===== config.mk =====
export PLATFORM = sky130hd
export DESIGN_NAME = z80_bus_ctrl
export DESIGN_NICKNAME = d
export VERILOG_FILES = /design/src/rtl/z80_bus_pkg.sv /design/src/rtl/z80_rr_arbiter.sv /design/src/rtl/z80_bus_ctrl.sv
export SDC_FILE = /design/constraint.sdc
export NUM_CORES = 1
export LEC_CHECK = 0
export BUFFER_PORTS_ARGS = -buffer_cell sky130_fd_sc_hd__buf_2
export CORE_MARGIN = 1.5
export CORE_UTILIZATION = 56
export CTS_CLUSTER_DIAMETER = 30
export DETAILED_ROUTE_END_ITERATION = 10
export PLACE_DENSITY = 0.85
export SLEW_MARGIN = 30
export SYNTH_ARGS = -nofsm -noshare
export SYNTH_HDL_FRONTEND = slang
export SYNTH_SLANG_ARGS = --single-unit

===== constraint.sdc =====
create_clock -name clk_i -period 3.6 [get_ports clk_i]
set_input_delay 0.18 -clock clk_i [delete_from_list [all_inputs] [get_ports clk_i]]
set_output_delay 0.18 -clock clk_i [all_outputs]
set_load 0.005 [all_outputs]

===== src/rtl/z80_bus_pkg.sv =====
// Shared types and constants for the Z80 bus-side controller.
package z80_bus_pkg;

    localparam int unsigned MAX_WAIT = 15;
    // I/O port that loads the IM2 vector register (used only with Z80_IM2_VEC_EN).
    localparam logic [7:0]  VEC_PORT = 8'hFF;

    typedef enum logic [1:0] {WtIdle, WtCount, WtHold, WtDone} wait_st_t;
    typedef enum logic [1:0] {ArbIdle, ArbReq, ArbGnt, ArbRel} arb_st_t;
    typedef enum logic [1:0] {CycNone, CycMem, CycIo, CycInta} cyc_t;

    // Classify the current bus cycle from the CPU status pins; refresh is never a mem cycle.
    function automatic cyc_t cyc_decode(input logic m1_n, input logic mreq_n,
                                        input logic iorq_n, input logic rfsh_n);
        cyc_t c;
        c = CycNone;
        if (!iorq_n && !m1_n) begin
            c = CycInta;
        end else if (!iorq_n) begin
            c = CycIo;
        end else if (!mreq_n && rfsh_n) begin
            c = CycMem;
        end
        return c;
    endfunction

endpackage


===== src/rtl/z80_rr_arbiter.sv =====
// Round-robin pick: first set request at or after ptr_i, returned one-hot and as an index.
module z80_rr_arbiter #(
    parameter int unsigned NCH = 2,
    localparam int unsigned PW = (NCH > 1) ? $clog2(NCH) : 1
) (
    input  logic [NCH-1:0] req_i,
    input  logic [PW-1:0]  ptr_i,
    output logic [NCH-1:0] gnt_o,
    output logic [PW-1:0]  idx_o
);

    function automatic logic [PW-1:0] wrap(input int unsigned v);
        return PW'(v % NCH);
    endfunction

    logic found;

    // Scan requests starting at the pointer, wrapping around.
    always_comb begin
        found = 1'b0;
        idx_o = '0;
        gnt_o = '0;
        for (int unsigned k = 0; k < NCH; k++) begin
            if (!found && req_i[wrap(32'(ptr_i) + k)]) begin
                found = 1'b1;
                idx_o = wrap(32'(ptr_i) + k);
            end
        end
        if (found) begin
            gnt_o[idx_o] = 1'b1;
        end
    end

endmodule


===== src/rtl/z80_bus_ctrl.sv =====
// Z80 bus-side controller: wait-state generation, INT/NMI conditioning, DMA bus arbitration.
// Optional feature: define Z80_IM2_VEC_EN to add the IM2 vector register and drive enable.
module z80_bus_ctrl
    import z80_bus_pkg::*;
#(
    parameter int unsigned AW       = 16,
    parameter int unsigned NCH      = 2,
    parameter int unsigned MEM_WAIT = 0,
    parameter int unsigned IO_WAIT  = 1,
    parameter int unsigned INT_LEN  = 32,
    parameter int unsigned NMI_LEN  = 4
) (
    input  logic           clk_i,
    input  logic           rst_ni,
    input  logic           clken_i,
    input  logic           m1_ni,
    input  logic           mreq_ni,
    input  logic           iorq_ni,
    input  logic           rd_ni,
    input  logic           wr_ni,
    input  logic           rfsh_ni,
    input  logic           busak_ni,
    input  logic [AW-1:0]  a_i,
    input  logic           ext_rdy_i,
    input  logic           int_req_i,
    input  logic           nmi_req_i,
    input  logic [NCH-1:0] dma_req_i,
    output logic           wait_no,
    output logic           int_no,
    output logic           nmi_no,
    output logic           busrq_no,
    output logic [NCH-1:0] dma_gnt_o,
    output logic [7:0]     vec_do_o,
    output logic           vec_oe_o
);

    localparam int unsigned PW = (NCH > 1) ? $clog2(NCH) : 1;
    localparam int unsigned IW = $clog2(INT_LEN + 1);
    localparam int unsigned NW = $clog2(NMI_LEN + 1);

    if (MEM_WAIT > MAX_WAIT || IO_WAIT > MAX_WAIT) begin : g_wait_range
        $error("wait-state count exceeds the 4-bit counter");
    end
    if (NCH < 1 || NCH > 8) begin : g_nch_range
        $error("NCH must be 1..8");
    end
    if (NMI_LEN < 1) begin : g_nmi_range
        $error("NMI_LEN must be at least 1");
    end

    cyc_t cyc;
    assign cyc = cyc_decode(m1_ni, mreq_ni, iorq_ni, rfsh_ni);

    // ---------------- wait-state generator ----------------
    wait_st_t   wt_q, wt_d;
    logic [3:0] cnt_q, cnt_d;
    logic [3:0] wt_load;
    logic       strobes_idle;

    assign strobes_idle = mreq_ni & iorq_ni & rd_ni & wr_ni;

    // Wait FSM state and countdown register.
    always_ff @(posedge clk_i or negedge rst_ni) begin
        if (!rst_ni) begin
            wt_q  <= WtIdle;
            cnt_q <= '0;
        end else begin
            wt_q  <= wt_d;
            cnt_q <= cnt_d;
        end
    end

    // Wait FSM next state; only advances on a T-state.
    always_comb begin
        wt_d    = wt_q;
        cnt_d   = cnt_q;
        wt_load = '0;
        case (cyc)
            CycMem:  wt_load = 4'(MEM_WAIT);
            CycIo:   wt_load = 4'(IO_WAIT);
            default: wt_load = '0;
        endcase
        if (clken_i) begin
            unique case (wt_q)
                WtIdle: begin
                    if (cyc != CycNone) begin
                        cnt_d = wt_load;
                        if (wt_load != 4'd0) begin
                            wt_d = WtCount;
                        end else begin
                            wt_d = ext_rdy_i ? WtDone : WtHold;
                        end
                    end
                end
                WtCount: begin
                    if (cyc == CycNone) begin
                        wt_d = WtIdle;
                    end else if (cnt_q <= 4'd1) begin
                        wt_d = ext_rdy_i ? WtDone : WtHold;
                    end else begin
                        cnt_d = cnt_q - 4'd1;
                    end
                end
                WtHold: begin
                    if (cyc == CycNone) begin
                        wt_d = WtIdle;
                    end else if (ext_rdy_i) begin
                        wt_d = WtDone;
                    end
                end
                WtDone: begin
                    if (strobes_idle) begin
                        wt_d = WtIdle;
                    end
                end
            endcase
        end
    end

    assign wait_no = !((wt_q == WtCount) || (wt_q == WtHold));

    // ---------------- INT / NMI conditioning ----------------
    logic [1:0]    int_s_q, nmi_s_q;
    logic          int_p_q, nmi_p_q;
    logic          int_edge, nmi_edge;
    logic          int_act_q, int_act_d, nmi_act_q, nmi_act_d;
    logic [IW-1:0] int_cnt_q, int_cnt_d;
    logic [NW-1:0] nmi_cnt_q, nmi_cnt_d;

    assign int_edge = int_s_q[1] & ~int_p_q;
    assign nmi_edge = nmi_s_q[1] & ~nmi_p_q;

    // Two-flop synchronisers plus previous-value flops for rising-edge detection.
    always_ff @(posedge clk_i or negedge rst_ni) begin
        if (!rst_ni) begin
            int_s_q <= '0;
            nmi_s_q <= '0;
            int_p_q <= 1'b0;
            nmi_p_q <= 1'b0;
        end else begin
            int_s_q <= {int_s_q[0], int_req_i};
            nmi_s_q <= {nmi_s_q[0], nmi_req_i};
            int_p_q <= int_s_q[1];
            nmi_p_q <= nmi_s_q[1];
        end
    end

    // Pulse state and T-state countdowns for INT and NMI.
    always_ff @(posedge clk_i or negedge rst_ni) begin
        if (!rst_ni) begin
            int_act_q <= 1'b0;
            int_cnt_q <= '0;
            nmi_act_q <= 1'b0;
            nmi_cnt_q <= '0;
        end else begin
            int_act_q <= int_act_d;
            int_cnt_q <= int_cnt_d;
            nmi_act_q <= nmi_act_d;
            nmi_cnt_q <= nmi_cnt_d;
        end
    end

    // Edges arriving while a pulse is already active are dropped.
    always_comb begin
        int_act_d = int_act_q;
        int_cnt_d = int_cnt_q;
        if (!int_act_q) begin
            if (int_edge) begin
                int_act_d = 1'b1;
                int_cnt_d = IW'(INT_LEN);
            end
        end else if (cyc == CycInta) begin
            int_act_d = 1'b0;
            int_cnt_d = '0;
        end else if (clken_i) begin
            if (int_cnt_q <= IW'(1)) begin
                int_act_d = 1'b0;
                int_cnt_d = '0;
            end else begin
                int_cnt_d = int_cnt_q - IW'(1);
            end
        end

        nmi_act_d = nmi_act_q;
        nmi_cnt_d = nmi_cnt_q;
        if (!nmi_act_q) begin
            if (nmi_edge) begin
                nmi_act_d = 1'b1;
                nmi_cnt_d = NW'(NMI_LEN);
            end
        end else if (clken_i) begin
            if (nmi_cnt_q <= NW'(1)) begin
                nmi_act_d = 1'b0;
                nmi_cnt_d = '0;
            end else begin
                nmi_cnt_d = nmi_cnt_q - NW'(1);
            end
        end
    end

    assign int_no = ~int_act_q;
    assign nmi_no = ~nmi_act_q;

    // ---------------- DMA bus arbiter ----------------
    arb_st_t        arb_q, arb_d;
    logic [NCH-1:0] gnt_q, gnt_d, rr_gnt;
    logic [PW-1:0]  ptr_q, ptr_d, idx_q, idx_d, rr_idx;

    z80_rr_arbiter #(
        .NCH (NCH)
    ) u_rr_arbiter (
        .req_i (dma_req_i),
        .ptr_i (ptr_q),
        .gnt_o (rr_gnt),
        .idx_o (rr_idx)
    );

    // Arbiter FSM, grant and round-robin pointer registers; runs on every clock.
    always_ff @(posedge clk_i or negedge rst_ni) begin
        if (!rst_ni) begin
            arb_q <= ArbIdle;
            gnt_q <= '0;
            ptr_q <= '0;
            idx_q <= '0;
        end else begin
            arb_q <= arb_d;
            gnt_q <= gnt_d;
            ptr_q <= ptr_d;
            idx_q <= idx_d;
        end
    end

    // One grant per BUSAK episode; the pointer moves past the channel just served.
    always_comb begin
        arb_d = arb_q;
        gnt_d = gnt_q;
        ptr_d = ptr_q;
        idx_d = idx_q;
        unique case (arb_q)
            ArbIdle: begin
                if (|dma_req_i) begin
                    arb_d = ArbReq;
                end
            end
            ArbReq: begin
                if (!(|dma_req_i)) begin
                    arb_d = ArbRel;
                end else if (!busak_ni) begin
                    gnt_d = rr_gnt;
                    idx_d = rr_idx;
                    arb_d = ArbGnt;
                end
            end
            ArbGnt: begin
                if (!(|(dma_req_i & gnt_q))) begin
                    gnt_d = '0;
                    ptr_d = PW'((32'(idx_q) + 32'd1) % NCH);
                    arb_d = ArbRel;
                end
            end
            ArbRel: begin
                if (busak_ni) begin
                    arb_d = ArbIdle;
                end
            end
        endcase
    end

    assign busrq_no  = !((arb_q == ArbReq) || (arb_q == ArbGnt));
    // Never present a grant while the CPU still owns the bus.
    assign dma_gnt_o = gnt_q & {NCH{~busak_ni}};

    // ---------------- IM2 vector ----------------
`ifdef Z80_IM2_VEC_EN
    logic [7:0] vec_q;

    // Vector byte loaded from the upper address byte on an OUT to VEC_PORT.
    always_ff @(posedge clk_i or negedge rst_ni) begin
        if (!rst_ni) begin
            vec_q <= 8'hFF;
        end else if ((cyc == CycIo) && !wr_ni && (a_i[7:0] == VEC_PORT)) begin
            vec_q <= a_i[AW-1 -: 8];
        end
    end

    assign vec_do_o = vec_q;
    assign vec_oe_o = (cyc == CycInta);
`else
    logic unused_a;
    assign unused_a = ^a_i;
    assign vec_do_o = 8'hFF;
    assign vec_oe_o = 1'b0;
`endif

endmodule


==> impl_metrics.json, run 1 <==
{
  "status": "complete, no violations",
  "required_ps": 3820,
  "hold_path_class": "in2reg",
  "arrival_ps": 2250,
  "worst_pin_slew_ps": 625.2,
  "tns_ps": 0,
  "yosys_warnings": 0,
  "ir_drop_mv": 0.5496,
  "post-cts-setup-buffers": 0,
  "clkSlewWorstSetupHoldPaths_ps": 90,
  "start_util_pct": 58.04,
  "ant_nets": 0,
  "grt_usage_pct": 21.02,
  "ctsHoldBuffers": 3,
  "cp_max_fo": 12,
  "cp-start-kind": "flip-flop",
  "clock-root-buffer": "clkbuf_4",
  "fin_skew_ps": 5.936,
  "port_buffers": 20,
  "antenna_cells": 0,
  "yosysSeqAreaShare_pct": 41.64,
  "p_leak_nw": 0.9624,
  "setup_viol_count_final": 0,
  "worst-path-buf-inv": 1,
  "synthArstFlopShare_pct": 100.0,
  "timing.fmax_ghz": 0.4907,
  "synth_cells": 192,
  "cts_buffers": 5,
  "grt_overflow_total": 0,
  "drt_wl_total_mm": 3.111,
  "die_x_um": 58.79,
  "drc_errors": 0,
  "finalPower_mw": 1.547,
  "dieHeight_um": 58.79,
  "synthTopCellsByCount": "29 x dfrtp_1, 23 x nand2_1, 21 x inv_1",
  "cp-end-kind": "flip-flop",
  "grt_pass1_vias": 1313,
  "path_class": "reg2reg",
  "grt_max_degree": 30,
  "htreeDepth": 2,
  "synth_cell_types": 36,
  "cap_viol_max_count": 0,
  "drt_first_pass_iters": 4,
  "clockBufferDepth": 2,
  "drive_gt1_share_pct": 15.07,
  "holdPathStages": 3,
  "synth.most_common_cell": "dfrtp_1",
  "worstSkewPairLatency_ps": 330,
  "route.detailed.vias_per_inst": 5.520,
  "syn-cell-area_mm2": 0.001743,
  "cts_resized": 0,
  "grt_pass1_wl_mm": 5.499,
  "avgSynthCellArea_um2": 9.078,
  "area_delta_synth_final_pct": 11.92,
  "max_slew_margin_pct": 58.32,
  "drtIter0Drc": 53,
  "slew_viol_final": 0,
  "yosys_register_bits": 29,
  "dp_hpwl_mm": 2.184,
  "cp_slowest_cell": "or4b_1",
  "period_needed_ps": 2038,
  "wl_per_cell_um": 12.35,
  "path_depth": 6,
  "yosys.area.top_type": "dfrtp_1",
  "synth_edf_count": 0,
  "fp.coreArea_mm2": 0.003003,
  "crit_chain": "inv_1 > ha_1 > or4b_1 > o2111ai_2 > nor3_1 > a211o_1",
  "period_share_pct": 56.60,
  "synth_top_area_share_pct": 41.64,
  "antenna_found_initial": 0,
  "rows": 20,
  "nNetsFinal": 264,
  "hold_violations": 0,
  "yosys-top-cells-area": "dfrtp_1 42%, ha_1 11%, nand2_1 5.0%, o21ai_0 4.9%, inv_1 4.5%",
  "reg2reg_depth": 6,
  "top_level_ports": 46,
  "power.density_mw_per_mm2": 793.1,
  "vias": 1391,
  "rsz0062_at_grt": "false",
  "die_area_mm2": 0.003456,
  "clock_sinks": 29,
  "tritoncts": "done",
  "synth_flop_cell": "dfrtp_1",
  "gp_congestion": 0.8733,
  "slowest_delay_ps": 500,
  "path_delay_family": "simple AND/OR/NAND/NOR gates"
}
## worst min-delay path, cell delays in order
cell,delay (ps)
buf_2,130
nand2b_1,120
o21ai_0,80
## metrics by stage
stage	instance area, um2	utilization, %	hold WS, ps	cells	worst slack (ps)
2_1_floorplan	1769	-	-115.6	199	1886
3_5_place_dp	1836	61.12	242.7	241	1592
5_1_grt	1951	64.96	241.1	252	1426
4_1_cts	1951	64.96	212.6	252	1556
6_report	1951	64.96	220.9	252	1562
3_3_place_gp	1836	61.12	235.5	241	1638
## metal layers
| metal | GRT usage [%] | wire [um] | up-vias |
|---|---|---|---|
| met5 | 0 | 0 | - |
| met4 | 9.740 | 53 | 0 |
| met3 | 5.495 | 110 | 8 |
| met2 | 34.13 | 1514 | 30 |
| met1 | 26.18 | 1433 | 659 |
| li1 | - | - | 694 |
## flip-flops by register name, summed over array words and instances (netlist names), 2 cells and up
| name | cells |
|---|---|
| arb_q | 2 |
| nmi_s_q | 2 |
| nmi_cnt_q | 3 |
| int_cnt_q | 6 |
| cnt_q | 4 |
| int_s_q | 2 |
| gnt_q | 2 |
| wt_q | 2 |
## layout make-up
cell class / instances / area [um2]
fill: 244 / 1052
multi-input combinational: 138 / 889.6
sequential: 29 / 725.7
timing repair buffer: 23 / 130.1
inverter: 21 / 78.83
clock buffer: 7 / 55.05
tap: 33 / 41.29
clock inverter: 1 / 30.03
## logic make-up after synthesis
group	after synthesis	share of synthesized area (%)
multiplexers	3	1.866
AO/OA/AOI/OAI	49	19.10
flip-flops	29	41.64
AND/OR/NAND/NOR	62	17.37
buffers and inverters	32	8.830
other	2	0.4309
adder cells (fa/ha/maj)	15	10.77
## worst paths after layout
check	from	end	slack, ps
setup / recovery	wt_q[1]$_DFFE_PN0P_	cnt_q[2]$_DFFE_PN0P_	1560
hold / removal	busak_ni	idx_q$_DFFE_PN0P_	220
setup reg to reg	wt_q[1]$_DFFE_PN0P_	cnt_q[2]$_DFFE_PN0P_	1560
hold reg to reg	nmi_s_q[0]$_DFF_PN0_	nmi_s_q[1]$_DFF_PN0_	360
max in group asynchronous	rst_ni	arb_q[0]$_DFFE_PN0P_	2790
min in group asynchronous	rst_ni	int_cnt_q[0]$_DFFE_PN0P_	390
## cells in the final DEF (no fill, tap or decap), drive strengths merged
cell type and count:
nand2b 6, o2111ai 1, o21a 1, mux2 2, dlygate4sd3 3, o31ai 5
bufinv 1, o211ai 1, mux2i 1, dfrtp 29, or4b 1, nor2 11
ha 15, or3 1, conb 9, buf 20, o221ai 1, a31oi 3
o32ai 1, o21ai 18, o21bai 2, nand2 23, a2111oi 1, a211oi 1
nand4 3, clkbuf 7, nand3 4, nor2b 3, and3 1, o211a 2
a211o 1, a21oi 9, nand3b 2, nor3 7, inv 21, a22oi 2
## power breakdown
part	switching (mW)	total, mW	internal [mW]
clock network	0.113	0.278	0.166
logic	0.394	0.702	0.308
registers	0.118	0.566	0.449
total	0.624	1.55	0.923
Power figures use the tool's default switching activity.
==> run 2: changes to the inputs <==
Settings changed: ABC_AREA from default to 1, CORE_UTILIZATION 56 to 48, PLACE_DENSITY 0.85 to 0.77.
Clock period 3.6 ns to 1.7 ns, I/O delays scaled along.
==> run 2 against run 1 <==
Critical path depth is 3 higher. Global-route usage is 3.7 points lower. Count of clock-buffer cells in the layout stayed put. Non-clock buffer count stayed put. Utilization is 7.7 points lower. Die area is 27% higher. First-iteration DRC count is 45% higher. Maximum frequency is 40% higher. Largest power group unchanged. Power is 120% higher. Clock skew is 3.5 ps lower. Synthesized cell count is 38% higher. Highest routed layer unchanged. Cell area is 9.9% higher.
==> impl_metrics.json, run 2 <==
{
  "avgSynthCellArea_um2": 7.229,
  "p_int_mw": 1.946,
  "synth_cells": 265,
  "die_x_um": 66.17,
  "grt_pass1_wl_mm": 5.713,
  "cap_viol_max_count": 0,
  "yosysSeqAreaShare_pct": 37.88,
  "combinationalPowerShare_pct": 49.2,
  "layout_commonest_cell": "nand2_1",
  "drt_first_pass_iters": 4,
  "rows": 22,
  "clockBufferDepth": 2,
  "top_register": "int_cnt_q",
  "seqCellArea_um2": 725.7,
  "cp_max_fo": 4,
  "gp_congestion": 0.7920,
  "grt_usage_pct": 17.30,
  "dp_hpwl_mm": 2.525,
  "grt_max_degree": 30,
  "syn-cell-area_mm2": 0.001916,
  "slowest_delay_ps": 390,
  "fillers": 360,
  "status": "complete, no violations",
  "path_class": "reg2reg",
  "switching_share_pct": 43.20,
  "cts_buffers": 5,
  "synth_cell_types": 24,
  "hold_violations": 0,
  "fin_util_pct": 57.25,
  "clock_sinks": 29,
  "p_leak_nw": 1.212,
  "crit_chain": "inv_1 > ha_1 > inv_1 > nand2_1 > nand3_1 > nand2_1 > nand3_1 > o21ai_0 > nor2_1",
  "grt_pass1_vias": 1414,
  "antenna_cells": 0,
  "nNetsFinal": 338,
  "biggestRegsByFlops": "int_cnt_q: 6 flops, cnt_q: 4 flops, nmi_cnt_q: 3 flops",
  "rsz0062_at_grt": "false",
  "grt_overflow_total": 0,
  "ir_drop_mv": 0.8635,
  "synthArstFlopShare_pct": 100.0,
  "ant_nets": 0,
  "synth_flop_cell": "dfrtp_1",
  "period_needed_ps": 1452,
  "layout_common_cells": "71 x nand2_1, 44 x inv_1, 29 x dfrtp_1",
  "drive_gt1_share_pct": 13.01,
  "dieHeight_um": 66.17,
  "power_frac_clock_pct": 16.3,
  "yosys_warnings": 0,
  "switchingPower_mw": 1.481,
  "fin_skew_ps": 2.404,
  "seqPwrFrac_pct": 34.5,
  "drt_wl_total_mm": 3.184,
  "worst_slack_ps": 247.9,
  "tns_ps": 0,
  "tritoncts": "done",
  "hold-worst-slack_ps": 146.8,
  "slew_viol_final": 0,
  "yosys.area.top_type": "dfrtp_1",
  "top_level_ports": 46,
  "port_buffers": 20,
  "yosys_register_bits": 29,
  "clkSlewWorstSetupHoldPaths_ps": 60,
  "antenna_found_initial": 0,
  "die_area_mm2": 0.004378,
  "placed_cells_incl_taps": 330,
  "setup_viol_count_final": 0,
  "yosys-top-cells-area": "dfrtp_1 38%, nand2_1 14%, ha_1 9.8%, inv_1 8.6%, nand3_1 6.5%",
  "wl_per_cell_um": 9.365,
  "power.density_mw_per_mm2": 1599,
  "area_delta_synth_final_pct": 11.89,
  "drtIter0Drc": 77,
  "synth_top_area_share_pct": 37.88,
  "start_util_pct": 51.17,
  "max_slew_margin_pct": 58.40,
  "timing.fmax_ghz": 0.6887,
  "worst_pin_slew_ps": 624.0,
  "drc_errors": 0,
  "route.detailed.vias_per_inst": 4.556,
  "pre_cts_slack_ps": 246.3,
  "required_ps": 1870,
  "synth.most_common_cell": "nand2_1",
  "synthTopCellsByCount": "71 x nand2_1, 44 x inv_1, 29 x dfrtp_1",
  "post-cts-setup-buffers": 0,
  "cp-start-kind": "flip-flop",
  "stdcell_count": 340,
  "multi_input_area_um2": 968.4,
  "clock-root-buffer": "clkbuf_8",
  "hold_path_class": "in2reg",
  "largest_register_ffs": 6,
  "cp-end-kind": "flip-flop",
  "worstSkewPairLatency_ps": 280,
  "synth_edf_count": 0,
  "cp_slowest_cell": "dfrtp_1",
  "vias": 1549,
  "period_share_pct": 85.42,
  "htreeDepth": 2,
  "fp.coreArea_mm2": 0.003744,
  "arrival_ps": 1620
}
[run 2: cell count changes in the layout (fill, tap and decap cells not counted), sizes merged, moves of 3 or more]
cell,previous run,this run
a21oi,9,2
a31oi,3,0
inv,21,46
nand2,23,77
nand2b,6,0
nand3,4,25
nor2,11,26
nor2b,3,0
nor3,7,1
o31ai,5,0
[run 2: cells by family (layout without fill, tap and decap cells)]
family / count (synthesis) / after routing / synth area share (%)
fa+ha+maj: 15 / 15 / 9.798
flops: 29 / 29 / 37.88
buf+inv: 56 / 76 / 12.93
compound gates: 27 / 27 / 7.969
other cells: 2 / 9 / 0.3920
xor+xnor: 1 / 1 / 0.4573
simple gates: 135 / 135 / 30.57
[run 2: final timing paths]
check | from | end | slack [ps] | cells past startpoint
hold reg to reg | int_s_q[0]$_DFF_PN0_ | int_s_q[1]$_DFF_PN0_ | 350 | 0
setup reg to reg | int_cnt_q[0]$_DFFE_PN0P_ | int_cnt_q[5]$_DFFE_PN0P_ | 250 | 9
min in group asynchronous | rst_ni | nmi_cnt_q[0]$_DFFE_PN0P_ | 350 | 2
hold / removal | clken_i | cnt_q[3]$_DFFE_PN0P_ | 150 | 3
max in group asynchronous | rst_ni | cnt_q[2]$_DFFE_PN0P_ | 950 | 2
setup / recovery | int_cnt_q[0]$_DFFE_PN0P_ | int_cnt_q[5]$_DFFE_PN0P_ | 250 | 9
[run 2: per-layer routing]
metal / GRT usage [%] / part of all wire [%]
met3: 6.644 / 4.0
met1: 21.13 / 48
met2: 28.50 / 47
met5: 0 / 0
met4: 4.592 / 1.1
[run 2: area by class of cell]
type	instances	share of cell area (%)
clock buffer	7	4.028
inverter	46	8.056
multi-input combinational	187	45.18
sequential	29	33.86
tap	48	2.802
timing repair buffer	23	6.071
[run 2: repair_timing]
action | 4_1_cts | 5_1_grt
hold buffers | 3 | 0
resized for setup | 0 | 0
endpoints found under the setup margin | 0 | 0
endpoints found under the hold margin | 31 | 0
[run 2: through the flow]
step           total power [mW]  instance area [um2]
2_1_floorplan             2.479                 1942
3_3_place_gp              2.819                 2027
3_5_place_dp              2.893                 2027
4_1_cts                   3.475                 2143
5_1_grt                   3.837                 2143
6_report                  3.427                 2143
[run 2: critical path: cells and delay by family (launching register included)]
kind | cells | cell delay, ps
buffers and inverters | 2 | 190
flip-flops | 1 | 390
AND/OR/NAND/NOR | 5 | 450
AO/OA/AOI/OAI | 1 | 90
adder cells (fa/ha/maj) | 1 | 230
[run 2: power by group through the flow]
stage	Sequential (mW)	Clock, mW	Combinational (mW)
4_1_cts	1.18	0.581	1.71
3_3_place_gp	1.18	0	1.64
5_1_grt	1.22	0.612	2.01
2_1_floorplan	1.13	0	1.35
6_report	1.18	0.560	1.69
3_5_place_dp	1.19	0	1.70
